**config.mk**
```make
export PLATFORM = sky130hd
export DESIGN_NAME = timing_control_unit_flat
export DESIGN_NICKNAME = d
export VERILOG_FILES = /design/src/rtl/timing_control_unit_if.sv /design/src/rtl/timing_control_unit.sv /design/src/flat_wrapper.sv
export SDC_FILE = /design/constraint.sdc
export NUM_CORES = 1
export LEC_CHECK = 0
export CAP_MARGIN = 40
export CORE_MARGIN = 3
export CORE_UTILIZATION = 35
export CTS_CLUSTER_DIAMETER = 120
export DETAILED_ROUTE_END_ITERATION = 8
export PLACE_DENSITY = 0.82
export RECOVER_POWER = 50
export SETUP_SLACK_MARGIN = 0.5
export SLEW_MARGIN = 20
export SYNTH_ARGS = -nofsm -noshare
export SYNTH_HDL_FRONTEND = slang
export SYNTH_SLANG_ARGS = --single-unit
```
**constraint.sdc**
```tcl
create_clock -name clk -period 2.29 [get_ports clk]
set_clock_uncertainty 0.1 [all_clocks]
set_input_delay 0.458 -clock clk [delete_from_list [all_inputs] [get_ports clk]]
set_output_delay 0.458 -clock clk [all_outputs]
set_load 0.05 [all_outputs]
```
**src/rtl/timing_control_unit_if.sv**
```systemverilog
// Bus between the timing control unit and the sequence counter / datapath.
// The master side drives T, the instruction word and start; the slave side returns the strobes.
interface timing_control_unit_if #(
    parameter int unsigned WORD_W = 16,
    parameter int unsigned ADDR_W = 12
);
    logic [1:0]        t_in;
    logic [WORD_W-1:0] ir_in;
    logic              start;
    logic              freeze;
    logic [3:0]        t_dec;
    logic              ar_load;
    logic              ir_load;
    logic              pc_inc;
    logic [ADDR_W-1:0] addr_out;
    logic              acc_ld;
    logic              acc_add;
    logic              acc_and;
    logic              mem_wr;
    logic              pc_ld;
    logic              acc_clr;
    logic              halted;
    logic              seq_err;

    modport master (
        output t_in, ir_in, start,
        input  freeze, t_dec, ar_load, ir_load, pc_inc, addr_out,
        input  acc_ld, acc_add, acc_and, mem_wr, pc_ld, acc_clr, halted, seq_err
    );

    modport slave (
        input  t_in, ir_in, start,
        output freeze, t_dec, ar_load, ir_load, pc_inc, addr_out,
        output acc_ld, acc_add, acc_and, mem_wr, pc_ld, acc_clr, halted, seq_err
    );
endinterface

```
**src/rtl/timing_control_unit.sv**
```systemverilog
// Basic-computer timing control: run/halt FSM plus T-phase strobes for fetch, decode and execute.
// Define TCU_SEQ_CHECK_EN to build the sticky T-sequence checker (seq_err); otherwise seq_err is 0.
module timing_control_unit #(
    parameter int unsigned WORD_W = 16,
    parameter int unsigned ADDR_W = 12
) (
    input  logic                 clk,
    input  logic                 rst,
    timing_control_unit_if.slave bus
);
    localparam int unsigned OP_W = 3;

    typedef enum logic [1:0] {
        ST_IDLE = 2'd0,
        ST_RUN  = 2'd1,
        ST_HALT = 2'd2
    } state_t;

    state_t            state;
    state_t            state_nxt;
    logic [OP_W-1:0]   opcode;
    logic [ADDR_W-1:0] addr_q;
    logic              freeze_q;
    logic              halted_q;

    logic [3:0] t_dec_c;
    logic       ar_load_c;
    logic       ir_load_c;
    logic       pc_inc_c;
    logic       acc_ld_c;
    logic       acc_add_c;
    logic       acc_and_c;
    logic       mem_wr_c;
    logic       pc_ld_c;
    logic       acc_clr_c;

    // State register; freeze and halted are registered decodes of the next state
    always_ff @(posedge clk) begin
        if (!rst) begin
            state    <= ST_IDLE;
            freeze_q <= 1'b1;
            halted_q <= 1'b0;
        end else begin
            state    <= state_nxt;
            freeze_q <= (state_nxt != ST_RUN);
            halted_q <= (state_nxt == ST_HALT);
        end
    end

    // Decode phase: latch opcode and address at the edge ending T2
    always_ff @(posedge clk) begin
        if (!rst) begin
            opcode <= '0;
            addr_q <= '0;
        end else if (state == ST_RUN && bus.t_in == 2'd2) begin
            opcode <= bus.ir_in[WORD_W-1 -: OP_W];
            addr_q <= bus.ir_in[ADDR_W-1:0];
        end
    end

    // Next state and zero-latency phase strobes
    always_comb begin
        state_nxt = state;
        t_dec_c   = 4'(1) << bus.t_in;
        ar_load_c = 1'b0;
        ir_load_c = 1'b0;
        pc_inc_c  = 1'b0;
        acc_ld_c  = 1'b0;
        acc_add_c = 1'b0;
        acc_and_c = 1'b0;
        mem_wr_c  = 1'b0;
        pc_ld_c   = 1'b0;
        acc_clr_c = 1'b0;
        case (state)
            ST_IDLE, ST_HALT: begin
                if (bus.start) state_nxt = ST_RUN;
            end
            ST_RUN: begin
                case (bus.t_in)
                    2'd0: ar_load_c = 1'b1;
                    2'd1: begin
                        ir_load_c = 1'b1;
                        pc_inc_c  = 1'b1;
                    end
                    2'd3: begin
                        case (opcode)
                            3'b001:  acc_ld_c  = 1'b1;
                            3'b010:  acc_add_c = 1'b1;
                            3'b011:  acc_and_c = 1'b1;
                            3'b100:  mem_wr_c  = 1'b1;
                            3'b101:  pc_ld_c   = 1'b1;
                            3'b110:  acc_clr_c = 1'b1;
                            3'b111:  state_nxt = ST_HALT;
                            default: ;
                        endcase
                    end
                    default: ;
                endcase
            end
            default: state_nxt = ST_IDLE;
        endcase
    end

    assign bus.freeze   = freeze_q;
    assign bus.halted   = halted_q;
    assign bus.addr_out = addr_q;
    assign bus.t_dec    = t_dec_c;
    assign bus.ar_load  = ar_load_c;
    assign bus.ir_load  = ir_load_c;
    assign bus.pc_inc   = pc_inc_c;
    assign bus.acc_ld   = acc_ld_c;
    assign bus.acc_add  = acc_add_c;
    assign bus.acc_and  = acc_and_c;
    assign bus.mem_wr   = mem_wr_c;
    assign bus.pc_ld    = pc_ld_c;
    assign bus.acc_clr  = acc_clr_c;

`ifdef TCU_SEQ_CHECK_EN
    logic [1:0] exp_t;
    logic       seq_err_q;

    // Expected T advances with the counter while running; any disagreement is sticky
    always_ff @(posedge clk) begin
        if (!rst) begin
            exp_t     <= 2'd0;
            seq_err_q <= 1'b0;
        end else if (state == ST_RUN) begin
            exp_t <= exp_t + 2'd1;
            if (bus.t_in != exp_t) seq_err_q <= 1'b1;
        end else begin
            exp_t <= 2'd0;
        end
    end

    assign bus.seq_err = seq_err_q;
`else
    assign bus.seq_err = 1'b0;
`endif
endmodule

```
**src/flat_wrapper.sv**
```systemverilog
// flat-port wrapper written by rule: the top's interface ports become plain ports
module timing_control_unit_flat 
#(
    parameter int unsigned WORD_W = 16,
    parameter int unsigned ADDR_W = 12
)
  (clk, rst, bus_t_in, bus_ir_in, bus_start, bus_freeze, bus_t_dec, bus_ar_load, bus_ir_load, bus_pc_inc, bus_addr_out, bus_acc_ld, bus_acc_add, bus_acc_and, bus_mem_wr, bus_pc_ld, bus_acc_clr, bus_halted, bus_seq_err);
  timing_control_unit_if #(.WORD_W(WORD_W), .ADDR_W(ADDR_W)) bus_i ();
  input  logic clk;
  input  logic rst;
  input wire logic [$bits(bus_i.t_in)-1:0] bus_t_in;
  input wire logic [$bits(bus_i.ir_in)-1:0] bus_ir_in;
  input wire logic [$bits(bus_i.start)-1:0] bus_start;
  output wire logic [$bits(bus_i.freeze)-1:0] bus_freeze;
  output wire logic [$bits(bus_i.t_dec)-1:0] bus_t_dec;
  output wire logic [$bits(bus_i.ar_load)-1:0] bus_ar_load;
  output wire logic [$bits(bus_i.ir_load)-1:0] bus_ir_load;
  output wire logic [$bits(bus_i.pc_inc)-1:0] bus_pc_inc;
  output wire logic [$bits(bus_i.addr_out)-1:0] bus_addr_out;
  output wire logic [$bits(bus_i.acc_ld)-1:0] bus_acc_ld;
  output wire logic [$bits(bus_i.acc_add)-1:0] bus_acc_add;
  output wire logic [$bits(bus_i.acc_and)-1:0] bus_acc_and;
  output wire logic [$bits(bus_i.mem_wr)-1:0] bus_mem_wr;
  output wire logic [$bits(bus_i.pc_ld)-1:0] bus_pc_ld;
  output wire logic [$bits(bus_i.acc_clr)-1:0] bus_acc_clr;
  output wire logic [$bits(bus_i.halted)-1:0] bus_halted;
  output wire logic [$bits(bus_i.seq_err)-1:0] bus_seq_err;
  assign bus_i.t_in = bus_t_in;
  assign bus_i.ir_in = bus_ir_in;
  assign bus_i.start = bus_start;
  assign bus_freeze = bus_i.freeze;
  assign bus_t_dec = bus_i.t_dec;
  assign bus_ar_load = bus_i.ar_load;
  assign bus_ir_load = bus_i.ir_load;
  assign bus_pc_inc = bus_i.pc_inc;
  assign bus_addr_out = bus_i.addr_out;
  assign bus_acc_ld = bus_i.acc_ld;
  assign bus_acc_add = bus_i.acc_add;
  assign bus_acc_and = bus_i.acc_and;
  assign bus_mem_wr = bus_i.mem_wr;
  assign bus_pc_ld = bus_i.pc_ld;
  assign bus_acc_clr = bus_i.acc_clr;
  assign bus_halted = bus_i.halted;
  assign bus_seq_err = bus_i.seq_err;
  timing_control_unit #(.WORD_W(WORD_W), .ADDR_W(ADDR_W)) u_core (.clk(clk), .rst(rst), .bus(bus_i));
endmodule
```
==> results of run 1 <==
## synthesized netlist by cell type
cell	count	share of area
and3b_1	1	0.010
and2b_1	1	0.0086
buf_4	3	0.026
nand3b_1	1	0.0086
nand4bb_1	1	0.013
nand2_1	32	0.14
and3_1	1	0.0072
clkbuf_1	2	0.0086
nor3_1	1	0.0057
nor2b_1	4	0.029
a21boi_0	5	0.043
a21boi_2	10	0.13
and2_1	3	0.022
a31o_2	1	0.010
conb_1	1	0.0043
and4bb_2	1	0.014
nor3b_1	1	0.0086
nand2b_1	2	0.014
dfxtp_1	19	0.44
nand3_1	1	0.0057
buf_6	1	0.013
a31oi_1	2	0.014
buf_2	1	0.0057
nor2_1	6	0.026
## cell families (layout without fill, tap and decap cells)
logic type | count (synthesis) | in the layout
compound gates | 18 | 18
simple gates | 56 | 56
buf+inv | 7 | 62
other cells | 1 | 1
flops | 19 | 19
## layout make-up
cell class                      instances  area, um2  share of cell area
Clock buffer                            4       26.3              0.0163
Tap cell                               28       35.0              0.0217
Sequential cell                        19        385               0.239
Timing Repair Buffer                   58        672               0.416
Multi-Input combinational cell         75        495               0.307
## through the flow
step	total power, mW	utilization	setup slack, ns
3_5_place_dp	0.561	0.687	0.102
5_1_grt	0.759	0.703	0.161
3_3_place_gp	0.555	0.687	0.142
4_1_cts	0.731	0.717	0.330
2_1_floorplan	0.471	-	0.416
6_report	0.719	0.703	0.220
## sequential cells by signal (all words and copies together) (netlist names)
register             count
u_core.bus.halted        1
u_core.bus.freeze        1
u_core.state             2
u_core.bus.addr_out     12
u_core.opcode            3
## how the worst max path moves through the flow
| stage | startpoint | to | cells past startpoint |
|---|---|---|---|
| 3_3_place_gp | bus_t_in[1] | bus_mem_wr | 5 |
| 5_1_grt | bus_t_in[0] | bus_acc_and | 6 |
| 2_1_floorplan | bus_t_in[1] | bus_mem_wr | 4 |
| 3_5_place_dp | bus_t_in[0] | bus_mem_wr | 5 |
| 6_report | bus_t_in[0] | bus_acc_and | 6 |
| 4_1_cts | u_core.state[1] | bus_acc_and | 5 |
## timing repair
item	4_1_cts	5_1_grt
buffers inserted	5	1
gates resized for setup	27	5
pin swaps	8	2
gates cloned	0	0
endpoints found under the setup margin	27	11
## layer usage
metal	global-route usage	vias to the layer above	part of all wire	routed length [um]
met4	0.0407	0	0.0083	21
met2	0.321	27	0.54	1380
met3	0.0209	2	0.041	103
li1	-	438	-	-
met1	0.188	426	0.41	1040
met5	0	-	0	0
## where the power goes
group	total [mW]	internal, mW	switching [mW]
clock network	0.164	0.0675	0.0963
registers	0.351	0.343	0.00791
logic	0.204	0.0957	0.108
## worst max-delay path: cells and delay by family
family        cells  cell delay (ns)
simple gates      3             0.51
buf+inv           3             0.54
==> results.txt, run 1 <==
The flow ran to the end, and the final reports show no timing, DRC or antenna violations. The count of final max-slew check failures came to 0. The clock period minus final worst setup slack is 2.07 ns.

The number of storage elements in the synthesis netlist came out at 19. The number of nets in the synthesized netlist is 122. In this design, the stage delay of the slowest critical-path cell is 0.28 ns.

The core region is 0.00230 mm2. For this run, the detailed router's first-pass iteration total came to 3. In this run the static leakage power is 0.635 nW.

Leaving out fill and tap cells, the most frequent cells in the layout are nand2_1, clkdlybuf4s50_1, dfxtp_1. The share of the Yosys chip area taken by registers is 0.436. The hold path startpoint is u_core.bus.addr_out[7]. Dividing total power by cell area gives a power density of 445 mW/mm2.

In this run the horizontal extent of the chip is 55.9 um. The DRC violations left came out at 0. The mean cell area of the mapped netlist came out at 8.63 um2. The post-route fraction of the period consumed by the critical path came out at 0.904.

The library cell used most frequently in the layout, excluding fill and tap cells, is nand2_1. The number of global-route vias before repair is 903. Clock-pin slew was measured on the worst setup and hold paths at ~0.1 ns. The critical path data arrival time is around 1.5 ns. Summing all placed instances gives a cell area of approximately 0.0016 mm2. The total of buffers placed on input and output ports is between 40 and 50. The netlist uses 24 different library cells. The relative area change from synthesis to final layout came out at 85.1%. The internal reg-to-reg setup slack is 0.76 ns. The number of antenna diodes came out at 0. After synthesis, the largest family of logic cells by area is simple AND/OR/NAND/NOR gates. The final hold violation count is 0.

Based on the critical path, the design can be clocked at up to slightly below 500 MHz. The buffer depth of the longest clock path came out at 2. The count of boundary I/O pins came out at 49. The number of warning messages in the yosys log is 0. The clock buffer count from CTS is 3. The tool flagged a number of max-cap violations equal to 0.

The latest clock arrival within the worst-skew pair came out at 0.28 ns. The clock drives 19 sinks. The worst hold slack after final layout is ~0.37 ns. After clock tree synthesis, the flow added hold-fix buffers numbering 0. The number of antenna violations at the first check in global routing is 0. Summed over all failing endpoints, the final setup total negative slack is 0 ns. The class of the most critical setup path is in2out. The detailed router's first-iteration violation count is 15.

Setup repair after global routing could not meet its margin everywhere. The start of the worst register-to-register path is u_core.state[1]. The signal on the critical path passes through clkdlybuf4s25_1, and2_0, nand3b_1, buf_6, nor2_4, buf_12. The wire length of the first global-routing pass is 4.17 mm.

The CTS tree is yes. The maximum level of the CTS H-tree came out at 1. The routability-driven placement congestion ratio came out at 0.730. The die area is 0.00313 mm2. Using the TritonRoute via totals, the vias-per-cell ratio works out to around 4.9. The end of the worst hold path is u_core.bus.addr_out[7]. The required time at the worst-slack endpoint came out at 1.73 ns. The synthesized area came out at 872 um2.

Setup violations remaining at the end of the flow were counted as 0. Counting every instance in the synthesized netlist gives just over 100. For the pin with the worst max-slew slack, the measured transition is 0.548 ns. The nature of the critical path endpoint is an output port. The synthesized-area fraction occupied by ao, oa, aoi and oai cells came out at 0.197. The die is 55.9 um tall. The via total after detailed routing is 893.

The detail route stage leaves a number of antenna-violating nets equal to 0. The mux contribution to synthesized area came out at 0. The critical-path cell with the highest stage delay is and2_0. In the global route stage, overall resource usage came out at 0.165. The sort of element at the start of the critical path is an input pin. The routed length per instance is ~14 um. In this run the critical register-to-register path is captured at u_core.bus.addr_out[10].

The cell depth of the worst flop-to-flop path is 4. The maximum net fanout on the critical path is 3. After filler insertion, the fill cell instance count of the layout stands at around 190. The HPWL reported at the end of detailed placement came out at 1.92 mm. The post-synthesis share of cell area spent on xor and xnor gates came out at 0. The relative slew slack came out at 0.635. The clock root buffer is clkbuf_4. The fraction of final layout cells sized beyond drive strength 1 came out at 0.295. Of the total synthesized cell area, the portion taken by AND, OR, NAND and NOR gates is 0.310. The final-stage net count came out at approximately 180. The final design instance area without fill is between 0.0015 and 0.002 mm2.

The sum of routed wire length over all layers came out at 2.54 mm. After detailed placement, the design holds a cell count of 174. The non-filler instance count after layout is about 180. In this run the worst hold path is classified as reg2reg.

The pin count of the biggest net entering global routing is 16. Along the worst hold path, the cell count comes to 2. The overall overflow remaining after global route is 0.

The synthesized-area fraction occupied by adder cells came out at 0. The initial cell density of the core is 0.380. The floorplan has 17 rows. The maximum vdd drop is approximately 390 uV.
No activity file was read; power rests on OpenSTA's default activity.
==> run 2: changes to the inputs <==
==> constraint.sdc (replaced) <==
create_clock -name clk -period 2.29 [get_ports clk]
set_clock_uncertainty 0.1 [all_clocks]
set_input_delay 0.5725 -clock clk [delete_from_list [all_inputs] [get_ports clk]]
set_output_delay 0.5725 -clock clk [all_outputs]
set_load 0.05 [all_outputs]
==> run 2 against run 1 <==
  * Sequential cell count unchanged
  * Count of clock-buffer cells in the layout unchanged
  * Maximum frequency up 1.9%
  * Sequential power about the same
  * First-iteration DRC count fell by 47%
  * Register-to-register slack improved by 0.02 ns
  * Combinational power rose by 2%
  * Cell count grew 0.54%
  * Clock power hardly changed
  * Global-route usage rose by 0.54 points
  * Largest power group unchanged
==> results.txt, run 2 (same netlist as run 1, synthesis figures left out) <==
The latest clock arrival within the worst-skew pair came out at 0.29 ns. The routability-driven placement congestion ratio is 0.717. Leaving out fill and tap cells, the most frequent cell in the layout is nand2_1. The run finished with clean final reports. The root buffer cell chosen for the clock tree is clkbuf_4.

The post-route fraction of the period consumed by the critical path came out at 0.887. The maximum net fanout on the critical path is 3. The total overflow left after global routing is 0. Setup repair after global routing could not meet its margin everywhere. The flip-flop count of the largest register after layout came out at 12. The global-route usage over all layers came out at 0.171. Traced cell by cell, the critical path runs through and2b_4, nand3b_1, buf_6, nor2_4, buf_12. The fraction of final layout cells sized beyond drive strength 1 is 0.369.

The count of filler cells inserted in the layout is approximately 180. The routed via count divided by cell count is 4.91. Across the VDD grid, the largest voltage drop is 468 uV.

The slew at the pin with the worst max-slew slack came out at 0.617 ns. The detailed router finished its first iteration with 8 violations. The number of antenna violations at the first check in global routing is 0. The library cells used most frequently in the layout, excluding fill and tap cells, are nand2_1, dfxtp_1, clkdlybuf4s50_1. The final hold violation count was 0. The count of final max-slew check failures came out at 0. The max-capacitance violation count is 0. The highest attainable clock frequency came out at 492 MHz.

The relative area change from synthesis to final layout came out at 88.8%. The clock period minus final worst setup slack is 2.03 ns. The clock buffer count from CTS is 3. The number of cell rows is 17. The HPWL reported at the end of detailed placement is 1.86 mm. The sum of routed wire length over all layers came out at 2.51 mm. The number of endpoints failing setup at the final stage is 0.

The setup path with the least slack is of type reg2out. The die area came out at roughly 0.0031 mm2. The critical path data arrival time came out at 1.36 ns.

Entering global routing, the biggest net connects 16 pins. CTS built an H-tree with a depth of 1. The final antenna-violating net count is 0. The worst setup path is captured at an output port.

The DRC violations left came out at 0. The clock edge transition at the registers on the reported setup and hold paths is 0.10 ns. The die width came out at 55.9 um. Dividing the detail-routed wire length by the instance count gives 13.6 um.

The leakage power figure is 0.592 nW. For this configuration, the core starts out at a cell density of 0.380. The first global-routing pass estimated 4.23 mm of wire.

The critical-path cell with the highest stage delay is dfxtp_2. Hold repair after CTS inserted 0 buffers. The final-stage net count came out at 179. The number of global-route vias before repair is 920. In this run the count of I/O pins placed on the die edge is 49. The hold path startpoint is u_core.bus.addr_out[8]. The clock drives 19 sinks. The startpoint identified for the worst register-to-register timing path is u_core.state[1]. The tightest min-delay check is of the reg2reg type.

The total of buffers placed on input and output ports is 46. Adding up every negative setup slack in the final design gives 0 ns. The most critical setup path has its startpoint at u_core.state[1]. TritonCTS built the clock tree. The first TritonRoute pass finished after 4 iterations. The relative slew slack is 0.591. STA classifies the critical path startpoint as a flip-flop. The highest cell delay on the worst timing path is between 0.3 and 0.4 ns. The required time at the worst-slack endpoint is 1.62 ns. The routed layout has 909 vias. The repair_antennas step left the layout with diodes totalling 0. The area after detailed placement came out at about 0.0016 mm2. The standard cell core area came out at 0.00230 mm2. The vertical die dimension is 55.9 um.

The clock passes through at most 2 buffers. The finished cells cover 0.00165 mm2. Power spread over the standard cell area amounts to 441 mW/mm2.
[run 2: cell count changes in the layout (fill, tap and decap cells not counted), sizes merged]
cell,before,now
clkdlybuf4s15,2,10
clkdlybuf4s25,1,0
dlygate4sd2,13,0
clkbuf,6,9
buf,23,27
[run 2: path summary, 6_finish.rpt]
kind / endpoint / slack (ns) / cells after the start
hold reg to reg: u_core.bus.addr_out[8] / 0.38 / 2
setup reg to reg: u_core.opcode[1] / 0.78 / 4
hold / removal: u_core.bus.addr_out[8] / 0.38 / 2
setup / recovery: bus_acc_ld / 0.26 / 5
[run 2: layout make-up]
class / count / area, um2 / area share
flip-flops and latches: 19 / 383 / 0.233
repair buffers: 59 / 697 / 0.423
well taps: 28 / 35.0 / 0.0213
multi-input cells: 75 / 505 / 0.307
clock buffers: 4 / 26.3 / 0.0160
[run 2: stage by stage]
step	total power, mW	instances	hold slack [ns]	utilization	setup WS, ns
CTS	0.737	185	0.380	0.742	0.221
global route	0.767	185	0.407	0.717	0.187
finish	0.725	185	0.376	0.717	0.258
detailed placement	0.564	177	0.364	0.698	-0.136
global placement	0.559	177	0.350	0.698	-0.108
floorplan	0.472	101	0.398	-	0.188
[run 2: power breakdown]
part	switching [mW]	internal (mW)	total (mW)
registers	0.00890	0.343	0.352
logic	0.108	0.0999	0.208
clock network	0.0978	0.0676	0.165
total	0.215	0.511	0.725
[run 2: timing repair]
| item | 4_1_cts | 5_1_grt |
|---|---|---|
| setup buffers | 4 | 0 |
| setup endpoints to repair | 35 | 14 |
| cloned | 0 | 0 |
| pin swaps | 6 | 3 |
| gates resized for setup | 61 | 3 |
[run 2: worst max-delay path, delay by kind of cell, from the launching register on]
kind | cells | cell delay (ns)
and+or+nand+nor | 3 | 0.46
DFF | 1 | 0.33
buffers and inverters | 2 | 0.28
[run 2: layer usage]
| metal | track usage | routed length (um) | vias to the layer above |
|---|---|---|---|
| met1 | 0.180 | 945 | 428 |
| met4 | 0.0610 | 27 | 0 |
| met5 | 0 | 0 | - |
| met3 | 0.0232 | 123 | 2 |
| met2 | 0.338 | 1410 | 36 |
| li1 | - | - | 443 |
==> run 3: changes to the inputs <==
- CTS_CLUSTER_SIZE: default -> 12
==> results of run 3 <==
No change in the layout: final DEF, timing and power equal those of run 2.
